==> config.mk <==
export PLATFORM = sky130hd
export DESIGN_NAME = coin_change_dispenser
export DESIGN_NICKNAME = d
export VERILOG_FILES = /design/src/rtl/coin_change_dispenser.sv
export SDC_FILE = /design/constraint.sdc
export NUM_CORES = 1
export LEC_CHECK = 0
export CELL_PAD_IN_SITES_DETAIL_PLACEMENT = 0
export CELL_PAD_IN_SITES_GLOBAL_PLACEMENT = 1
export CORE_UTILIZATION = 45
export DETAILED_ROUTE_END_ITERATION = 8
export DONT_BUFFER_PORTS = 1
export GPL_TIMING_DRIVEN = 0
export HOLD_SLACK_MARGIN = 0.12
export PLACE_DENSITY_LB_ADDON = 0.2
export SLEW_MARGIN = 40
export SYNTH_ARGS = -nofsm -noshare
export SYNTH_HDL_FRONTEND = slang
export SYNTH_SLANG_ARGS = --single-unit
export TNS_END_PERCENT = 1
==> constraint.sdc <==
create_clock -name clk -period 5.2 [get_ports clk]
set_input_delay 1.04 -clock clk [delete_from_list [all_inputs] [get_ports clk]]
set_output_delay 1.04 -clock clk [all_outputs]
set_load 0.02 [all_outputs]
==> src/rtl/coin_change_dispenser.sv <==
// Greedy change dispenser: sums inserted coins, pays the overpayment back as
// 5000/2000/1000 eject pulses with per-coin ack. Optional stock: DISP_INVENTORY_EN.
module coin_change_dispenser #(
    parameter int INV_5000 = 64,
    parameter int INV_2000 = 64,
    parameter int INV_1000 = 64
) (
    input  logic        clk,
    input  logic        rst,
    input  logic        start,
    input  logic [18:0] count_m,
    input  logic [8:0]  c_1000,
    input  logic [7:0]  c_2000,
    input  logic [6:0]  c_5000,
    input  logic        disp_ack,
    output logic        disp_1000,
    output logic        disp_2000,
    output logic        disp_5000,
    output logic        busy,
    output logic        done,
    output logic        underpay,
    output logic        shortfall,
    output logic [20:0] remainder
);

    typedef enum logic [2:0] {
        IDLE,
        CALC,
        CMP,
        PICK,
        ISSUE,
        WAIT_ACK,
        DONE
    } state_t;

    localparam logic [1:0] SEL_NONE = 2'd0;
    localparam logic [1:0] SEL_1000 = 2'd1;
    localparam logic [1:0] SEL_2000 = 2'd2;
    localparam logic [1:0] SEL_5000 = 2'd3;

    state_t      state;
    state_t      state_n;
    logic [18:0] target;
    logic [8:0]  n_1000;
    logic [7:0]  n_2000;
    logic [6:0]  n_5000;
    logic [20:0] p_1000;
    logic [20:0] p_2000;
    logic [20:0] p_5000;
    logic [20:0] total;
    logic [20:0] change;
    logic [20:0] step;
    logic [1:0]  sel;
    logic [1:0]  pick;
    logic        calc_ph;
    logic        have_5000;
    logic        have_2000;
    logic        have_1000;

`ifdef DISP_INVENTORY_EN
    logic [8:0]  stock_5000;
    logic [8:0]  stock_2000;
    logic [8:0]  stock_1000;
    logic        short_q;

    assign have_5000 = (stock_5000 != 9'd0);
    assign have_2000 = (stock_2000 != 9'd0);
    assign have_1000 = (stock_1000 != 9'd0);
    assign shortfall = short_q;

    always_ff @(posedge clk or negedge rst) begin
        if (!rst) begin
            stock_5000 <= 9'(INV_5000);
            stock_2000 <= 9'(INV_2000);
            stock_1000 <= 9'(INV_1000);
            short_q    <= 1'b0;
        end else begin
            if (state == IDLE && start) begin
                short_q <= 1'b0;
            end
            if (state == PICK && pick == SEL_NONE) begin
                short_q <= (change >= 21'd1000);
            end
            if (state == ISSUE) begin
                case (sel)
                    SEL_5000: stock_5000 <= stock_5000 - 9'd1;
                    SEL_2000: stock_2000 <= stock_2000 - 9'd1;
                    SEL_1000: stock_1000 <= stock_1000 - 9'd1;
                    default:  ;
                endcase
            end
        end
    end
`else
    logic [8:0]  unused_inv;

    // Unlimited supply: stock parameters have no effect in this build.
    assign unused_inv = 9'(INV_5000) ^ 9'(INV_2000) ^ 9'(INV_1000);
    assign have_5000  = 1'b1;
    assign have_2000  = 1'b1;
    assign have_1000  = 1'b1;
    assign shortfall  = 1'b0;
`endif

    always_comb begin
        pick = SEL_NONE;
        if (change >= 21'd5000 && have_5000) begin
            pick = SEL_5000;
        end else if (change >= 21'd2000 && have_2000) begin
            pick = SEL_2000;
        end else if (change >= 21'd1000 && have_1000) begin
            pick = SEL_1000;
        end
    end

    always_comb begin
        case (sel)
            SEL_5000: step = 21'd5000;
            SEL_2000: step = 21'd2000;
            SEL_1000: step = 21'd1000;
            default:  step = 21'd0;
        endcase
    end

    always_ff @(posedge clk or negedge rst) begin
        if (!rst) begin
            state <= IDLE;
        end else begin
            state <= state_n;
        end
    end

    always_comb begin
        state_n = state;
        case (state)
            IDLE:     if (start) state_n = CALC;
            CALC:     if (calc_ph) state_n = CMP;
            CMP: begin
                if (total < {2'b00, target}) begin
                    state_n = DONE;
                end else begin
                    state_n = PICK;
                end
            end
            PICK: begin
                if (pick == SEL_NONE) begin
                    state_n = DONE;
                end else begin
                    state_n = ISSUE;
                end
            end
            ISSUE:    state_n = WAIT_ACK;
            WAIT_ACK: if (disp_ack) state_n = PICK;
            DONE:     state_n = IDLE;
            default:  state_n = IDLE;
        endcase
    end

    // CALC spends two cycles: products first, then their sum.
    always_ff @(posedge clk or negedge rst) begin
        if (!rst) begin
            target    <= '0;
            n_1000    <= '0;
            n_2000    <= '0;
            n_5000    <= '0;
            p_1000    <= '0;
            p_2000    <= '0;
            p_5000    <= '0;
            total     <= '0;
            change    <= '0;
            sel       <= SEL_NONE;
            calc_ph   <= 1'b0;
            underpay  <= 1'b0;
            remainder <= '0;
            done      <= 1'b0;
        end else begin
            done <= (state == DONE);
            case (state)
                IDLE: begin
                    if (start) begin
                        target    <= count_m;
                        n_1000    <= c_1000;
                        n_2000    <= c_2000;
                        n_5000    <= c_5000;
                        underpay  <= 1'b0;
                        remainder <= '0;
                        calc_ph   <= 1'b0;
                    end
                end
                CALC: begin
                    calc_ph <= ~calc_ph;
                    if (!calc_ph) begin
                        p_1000 <= 21'(n_1000) * 21'd1000;
                        p_2000 <= 21'(n_2000) * 21'd2000;
                        p_5000 <= 21'(n_5000) * 21'd5000;
                    end else begin
                        total <= p_1000 + p_2000 + p_5000;
                    end
                end
                CMP: begin
                    if (total < {2'b00, target}) begin
                        underpay  <= 1'b1;
                        remainder <= '0;
                    end else begin
                        change <= total - {2'b00, target};
                    end
                end
                PICK: begin
                    sel <= pick;
                    if (pick == SEL_NONE) begin
                        remainder <= change;
                    end
                end
                ISSUE: begin
                    change <= change - step;
                end
                default: ;
            endcase
        end
    end

    assign disp_5000 = (state == ISSUE) && (sel == SEL_5000);
    assign disp_2000 = (state == ISSUE) && (sel == SEL_2000);
    assign disp_1000 = (state == ISSUE) && (sel == SEL_1000);
    assign busy      = (state != IDLE);

endmodule
==> impl_metrics.ini, run 1 <==
[outcome]
outcome = finished clean

[worst_setup_path]
ff2ff_path_depth = 12
ff2ff_setup_slack_ps = 880
cp_data_arrival_time_ps = 4610
startpoint = n_2000[0]
timing_worst_setup_path_type = reg2reg
required_ps = 5490
cp-endpoint = p_2000[16]
r2r_start = n_2000[0]
timing.rr.end = p_2000[16]
critPathLaunchType = flop
crit_path_end_kind = flop
crit_fanout = 6

[global_route]
antenna_found_initial = 0
gr-total-overflow = 0
grt_pass1_vias = 9224
grt_start_max_net_pins = 160
grt_pass1_wl_um = 49600
track_usage = 0.224

[logic_synthesis]
syn_area_per_cell_um2 = 9.50
synth-edff-count = 0
synth_fp_nets = 1606
yosysMostFrequentCell = ha_1
synth_area_leaders = dfrtp_1, ha_1, fa_1, inv_1, o21ai_0
synth_top_area_frac = 0.316
ys_warn_count = 0
synthTopCellsByCount = ha_1, inv_1, dfrtp_1, nand2_1, o21ai_0
ys_seq_area_frac = 0.316
ys_ff_latch = 159
ys_types = 71
async_reset_ff_frac = 1.00
synthCells = 1325
synth_top_area_cell = dfrtp_1
synth_flop_cell = dfrtp_1
syn-cell-area_um2 = 12600

[timing]
rsz0062_at_grt = no
finalCriticalPeriod_ps = 4320
worst_slack_ps = 882
setup_violations = 0
finalCritPeriodShare = 0.830
worstMarginPinSlew_ps = 832
fmax_mhz = 232
slew_viol_final = 0
relSlewSlack = 0.438
hold_violations = 0
worst_clock_skew_ps = 21.2
fin_tns_setup_ps = 0

[layout]
drive_gt1_frac = 0.0479
area_delta_synth_final_pct = 8.58
final_core_util = 0.503
diodes = 0
nets = 1626
nFillCells = 2630

[clocking]
cts_max_level = 4
cts_buffers = 17
cts_resized = 0
ctsHoldBuffers = 0
path_clk_slew_ps = 80
cts.sinks = 159
cts-root-buf = clkbuf_16
clkLatencyLatePin_ps = 440
cts_tree = done
clockBufferDepth = 2
cts_setup_buffers = 0

[die]
start_util = 0.463
coreArea_um2 = 27200
io_pins = 75
die_y_um = 169
rows = 60
die_area_um2 = 28600
die_w_um = 169

[placement]
hpwl_um = 23800
post-place-ws_ps = 896
gp_congestion = 0.852
port_buffers = 0

[drt]
post_drt_wl_per_cell_um = 17.5
drc_errors = 0
viasPerCell = 5.33
first_iter_violations = 514
dr_total_vias = 9214
finalWirelength_um = 30200
drt_pre_antenna_iters = 7
antenna_left = 0

[run]
max_cap_violations = 0

[worst_hold_path]
hold_path_class = in2async
## final cells by class
cell class,instances,area [um^2],area share
Tap cell,372,465,0.0341
Clock buffer,18,429,0.0314
Inverter,161,604,0.0442
Multi-Input combinational cell,965,7830,0.573
Sequential cell,159,3980,0.291
Timing Repair Buffer,1,5.00,0.000366
Buffer,40,179,0.0131
Clock inverter,14,174,0.0127
## stage by stage
| stage | hold WS, ps | cell area (um^2) | std cells |
|---|---|---|---|
| detailed placement | 479 | 13100 | 1697 |
| floorplan | 453 | 12600 | 1325 |
| CTS | 279 | 13700 | 1729 |
| finish | 286 | 13700 | 1730 |
| global route | 264 | 13700 | 1730 |
| global placement | 467 | 13100 | 1697 |
## how the worst min path moves through the flow
stage / start / to / slack [ps]
final: rst / change[8] / 290
after global routing: rst / change[8] / 260
after CTS: rst / change[8] / 280
after detailed placement: total[18] / total[18] / 480
after global placement: total[18] / total[18] / 470
after floorplan: total[17] / total[17] / 450
## logic make-up after synthesis
family,share of synthesized area
simple gates,0.126
mux,0.0234
buf+inv,0.0621
other cells,0.000298
flops,0.316
fa+ha+maj,0.276
compound gates,0.156
xor+xnor,0.0410
## state kept, by name, summed over array words and instances (netlist names)
name / flops
p_2000: 15
n_1000: 9
change: 21
remainder: 21
underpay: 1
target: 19
done: 1
p_5000: 17
sel: 2
total: 18
calc_ph: 1
n_5000: 7
state: 3
p_1000: 16
n_2000: 8
## critical path, cell delays in order (launching register included)
cell      delay (ps)
dfrtp_1          480
fa_1             590
inv_1             60
fa_1             480
fa_1             520
fa_1             510
inv_1             40
ha_1             340
a211oi_1         420
o21ai_0          220
o31ai_1          270
xor2_1           160
o21ai_0           80
## per-layer routing
layer	wire length (um)	GRT usage	part of all wire	vias to the layer above
li1	-	-	-	4592
met1	14500	0.305	0.48	4482
met2	14400	0.372	0.48	118
met3	904	0.0396	0.030	22
met4	419	0.0466	0.014	0
met5	0	0	0	-
## placed cells by master, fill, tap and decap left out, drive strengths merged, types with 11 or more instances in the layout
cell / n
or3: 13
o21bai: 16
dfrtp: 159
a211oi: 11
mux2: 11
a21oi: 48
fa: 72
inv: 168
o21a: 15
and2: 14
o211ai: 14
xnor2: 35
mux2i: 17
nor3: 18
nand2: 156
nand3: 20
nor2: 54
xor2: 24
clkbuf: 49
o21ai: 122
ha: 162
a21o: 20
Power of run 1 is left out: the tool's default activity adds up to more than one toggle a clock period on the data nets, which glitch-free logic cannot reach.
==> inputs of run 2 (changes only) <==
- ABC_AREA: not set -> 1
- clock period: 5.2 -> 4.2 ns (I/O delays scaled with it)
==> run 2 against run 1 <==
  * Global-route usage is 0.99 points higher
  * Maximum frequency is 8.0% higher
  * Clock-buffer cell count fell by 1
  * Synthesized cell count increased by 27%
  * Clock skew down 8.1 ps
  * Largest cell class unchanged
  * Area after synthesis is 5.9% higher
  * Via count rose by 16%
  * Die area up 5.8%
  * Critical path depth grew 2
  * Core utilization about the same
  * First-iteration DRC count up 11%
  * Sequential cell count unchanged
==> impl_metrics.ini, run 2 <==
[drt]
viasPerCell = 5.09
drt_pre_antenna_iters = 7
drc_errors = 0
finalWirelength_um = 33900
dr_total_vias = 10700
post_drt_wl_per_cell_um = 16.1
antenna_left = 0
first_iter_violations = 571

[clocking]
cts_tree = done
clkLatencyLatePin_ps = 440
cts_buffers = 17
cts-root-buf = clkbuf_16
cts.sinks = 159
clockBufferDepth = 2
path_clk_slew_ps = 80
cts_max_level = 4

[worst_hold_path]
hold_path_class = in2async

[timing]
relSlewSlack = 0.467
fin_tns_setup_ps = 0
rsz0062_at_grt = yes
fmax_mhz = 250
worstMarginPinSlew_ps = 800
hold_violations = 0
worst_clock_skew_ps = 13.1
finalCriticalPeriod_ps = 4000
slew_viol_final = 0
finalCritPeriodShare = 0.952
setup_violations = 0

[logic_synthesis]
syn-cell-area_um2 = 13300
synth_area_leaders = dfrtp_1, ha_1, nand2_1, fa_1, inv_1
synth_top_area_cell = dfrtp_1
synth_fp_nets = 1961
synth-edff-count = 0
async_reset_ff_frac = 1.00
synthCells = 1680
yosysMostFrequentCell = nand2_1
ys_seq_area_frac = 0.298
synth_flop_cell = dfrtp_1
synthTopCellsByCount = nand2_1, inv_1, ha_1, dfrtp_1, nand3_1
synth_top_area_frac = 0.298
ys_ff_latch = 159
ys_warn_count = 0
syn_area_per_cell_um2 = 7.94
ys_types = 44

[layout]
final_common_cell = nand2_1
nFillCells = 2870
area.sequential_um2 = 3990
layout_common_cells = nand2_1, inv_1, ha_1, dfrtp_1, nand3_1
diodes = 0
area_delta_synth_final_pct = 9.17
nets = 1988
multi_input_area_um2 = 8330
drive_gt1_frac = 0.0703
reg_top3 = change: 21 flops, remainder: 21 flops, target: 19 flops

[run]
max_cap_violations = 0

[die]
io_pins = 75
die_w_um = 174
coreArea_um2 = 28900
rows = 62
die_y_um = 174
die_area_um2 = 30300
start_util = 0.461

[worst_setup_path]
ff2ff_path_depth = 14
crit_fanout = 7
timing_worst_setup_path_type = reg2reg
cp_data_arrival_time_ps = 4330
required_ps = 4530
ff2ff_setup_slack_ps = 200
crit_path_end_kind = flop
r2r_start = n_2000[2]
timing.rr.end = p_2000[18]
critPathLaunchType = flop

[global_route]
grt_pass1_wl_um = 55900
track_usage = 0.234
grt_pass1_vias = 10900
grt_start_max_net_pins = 160
gr-total-overflow = 0
antenna_found_initial = 0

[placement]
hpwl_um = 27000
gp_congestion = 0.883
port_buffers = 0

[outcome]
outcome = finished clean
==> run 2: worst max-delay path: stages, from the launching register on <==
cell and delay [ps]:
dfrtp_2 490, fa_1 530, inv_1 60, fa_1 480
fa_1 540, fa_1 520, inv_1 40, ha_1 350
nand2_1 140, nor2_1 50, nand3_1 80, o2111ai_1 130
or2_2 300, nand3_1 100, nand2_1 60
==> run 2: layout make-up <==
class                           instances  share of cell area
Buffer                                 34              0.0117
Tap cell                              384              0.0330
Clock buffer                           17              0.0292
Multi-Input combinational cell       1253               0.573
Inverter                              234              0.0606
Clock inverter                         15              0.0118
Sequential cell                       159               0.274
Timing Repair Buffer                    8             0.00688
==> run 2: what timing repair did <==
action	CTS	global route
pin swaps	0	2
hold endpoints to repair	159	102
endpoints found under the setup margin	3	10
gates resized for setup	4	22
setup buffers	0	6
==> run 2: worst max-delay path by stage <==
stage                         start          to  slack [ps]  cells after the start
final                     n_2000[2]  p_2000[18]         200                     14
after global routing      n_1000[2]  p_1000[18]         -30                     14
after CTS                 n_2000[1]  p_2000[18]          20                     14
after detailed placement  n_2000[1]  p_2000[18]          -5                     14
after global placement    n_2000[1]  p_2000[14]         -30                     12
after floorplan           n_2000[1]  p_2000[18]         370                     14
==> run 2: kinds of logic (layout without fill, tap and decap cells) <==
kind of cell | Yosys count | in the layout | share of synthesized area
flops | 159 | 159 | 0.298
compound gates | 226 | 226 | 0.0918
simple gates | 753 | 753 | 0.245
other cells | 1 | 1 | 0.000281
xor+xnor | 39 | 39 | 0.0256
fa+ha+maj | 234 | 234 | 0.260
buf+inv | 268 | 308 | 0.0786
==> run 2: metrics by stage <==
stage	instance area (um^2)	hold slack [ps]	cells	worst slack [ps]	utilization
finish	14600	262	2104	201	0.503
global route	14600	272	2104	-34.8	0.503
CTS	14400	75.4	2096	23.2	0.498
detailed placement	13800	475	2064	-5.25	0.477
global placement	13800	470	2064	-34.7	0.477
floorplan	13300	448	1680	372	-
==> run 2: routing by layer <==
layer / track usage / vias up / part of all wire
met5: 0 / - / 0
met1: 0.300 / 5085 / 0.46
met2: 0.403 / 141 / 0.48
li1: - / 5449 / -
met3: 0.0317 / 41 / 0.028
met4: 0.0804 / 0 / 0.030
Power of run 2 is left out for the same reason.
==> inputs of run 3 (changes only) <==
- ABC_AREA: 1 -> not set
- SLEW_MARGIN: 40 -> 20
==> run 3 against run 2 <==
  * Via count fell by 13%
  * Sequential cell count did not move
  * Worst hold slack got worse by 7.6 ps
  * Cell count fell by 17%
  * Clock-buffer cell count did not move
  * Sequential share of layout area rose by 1.3 points
  * Register-to-register slack got worse by 70 ps
  * Critical path depth fell by 2
==> impl_metrics.ini, run 3 (synthesized netlist as in run 1, its figures left out) <==
[layout]
final_cells = 1741
final_common_cell = ha_1
final_core_util = 0.511
area_delta_synth_final_pct = 10.3
layout_common_cells = ha_1, nand2_1, inv_1, dfrtp_1, o21ai_0
nFillCells = 2601
diodes = 0
reg_top3 = change: 21 flops, remainder: 21 flops, target: 19 flops
drive_gt1_frac = 0.0738
nets = 1637

[global_route]
gr-total-overflow = 0
grt_start_max_net_pins = 160
track_usage = 0.222
antenna_found_initial = 0
grt_pass1_wl_um = 49200
grt_pass1_vias = 9085

[placement]
gp_congestion = 0.852
port_buffers = 0
hpwl_um = 23800
placedCellCount = 1697

[drt]
first_iter_violations = 638
finalWirelength_um = 30400
viasPerCell = 5.37
antenna_left = 0
drt_pre_antenna_iters = 5
post_drt_wl_per_cell_um = 17.5
drc_errors = 0
dr_total_vias = 9341

[timing]
fin_tns_setup_ps = 0
fin_hold_ws_ps = 254
rsz0062_at_grt = yes
fmax_mhz = 246
relSlewSlack = 0.398
slew_viol_final = 0
finalCritPeriodShare = 0.969
worstMarginPinSlew_ps = 904
hold_violations = 0
worst_clock_skew_ps = 14.8
finalCriticalPeriod_ps = 4070
setup_violations = 0

[worst_setup_path]
timing.rr.end = p_5000[19]
cp_common_cell = ha_1
ff2ff_path_depth = 12
crit_fanout = 6
cp_top_family = adder cells
crit_path_end_kind = flop
cp_data_arrival_time_ps = 4370
required_ps = 4500
max_stage_delay_ps = 530
ff2ff_setup_slack_ps = 130
timing_worst_setup_path_type = reg2reg
startpoint = n_5000[6]
critPathBufInv = 2
cp-endpoint = p_5000[19]
crit_cells = 12
critPathLaunchType = flop
crit_path_cell_trace = fa_1, inv_1, fa_1, inv_1, ha_1, ha_1, ha_1, o21a_1, a2111oi_1, o21bai_1, a2111oi_1, nor3_1
r2r_start = n_5000[6]
cp_slowest_cell = fa_1

[clocking]
path_clk_slew_ps = 70
cts-root-buf = clkbuf_16
cts_tree = done
cts_max_level = 4
clockBufferDepth = 2
cts.sinks = 159
clkLatencyLatePin_ps = 430
cts_buffers = 17

[die]
die_w_um = 169
die_y_um = 169
start_util = 0.463
coreArea_um2 = 27200
die_area_um2 = 28600
rows = 60
io_pins = 75

[run]
max_cap_violations = 0

[outcome]
outcome = finished clean

[worst_hold_path]
hold_path_class = in2async
==> run 3: changes by cell type in the layout (fill, tap and decap cells not counted), moves of 13 or more <==
cell	change
o21ai_0	+18
a21o_1	+17
mux2i_1	+17
nand2_1	-322
nor2_1	-40
or3_1	+13
a21oi_1	-29
nand3_1	-87
inv_1	-67
==> run 3: layout make-up <==
type                            count  area (um^2)  share of cell area
Clock buffer                       17          425              0.0306
Sequential cell                   159         3990               0.287
Multi-Input combinational cell    965         7870               0.567
Tap cell                          372          465              0.0335
Inverter                          161          608              0.0438
Timing Repair Buffer               12          130             0.00937
Clock inverter                     15          220              0.0159
Buffer                             40          179              0.0129
==> run 3: worst min-delay path by stage <==
| stage | cells after the start | end | slack [ps] | start |
|---|---|---|---|---|
| finish | 1 | change[8] | 250 | rst |
| global route | 1 | remainder[8] | 270 | rst |
| CTS | 0 | change[8] | 80 | rst |
| detailed placement | 2 | total[18] | 480 | total[18] |
| global placement | 2 | total[18] | 470 | total[18] |
| floorplan | 2 | total[17] | 450 | total[17] |
==> run 3: repair_timing <==
item	CTS	global route
pin swaps	0	6
setup endpoints to repair	2	11
resized for setup	1	33
hold endpoints to repair	159	49
buffers inserted	0	10
==> run 3: metal layers <==
| metal | vias to the layer above | routed length [um] | track usage |
|---|---|---|---|
| met1 | 4560 | 14600 | 0.310 |
| met5 | - | 0 | 0 |
| met3 | 20 | 941 | 0.0308 |
| met4 | 0 | 289 | 0.0415 |
| li1 | 4621 | - | - |
| met2 | 140 | 14700 | 0.371 |
==> run 3: metrics by stage <==
step / worst slack [ps] / cell area, um^2
final: 131 / 13900
after global routing: -9.48 / 13900
after CTS: 6.75 / 13700
after detailed placement: -93.6 / 13100
after global placement: -108 / 13100
after floorplan: 254 / 12600
Power of run 3 is left out for the same reason.
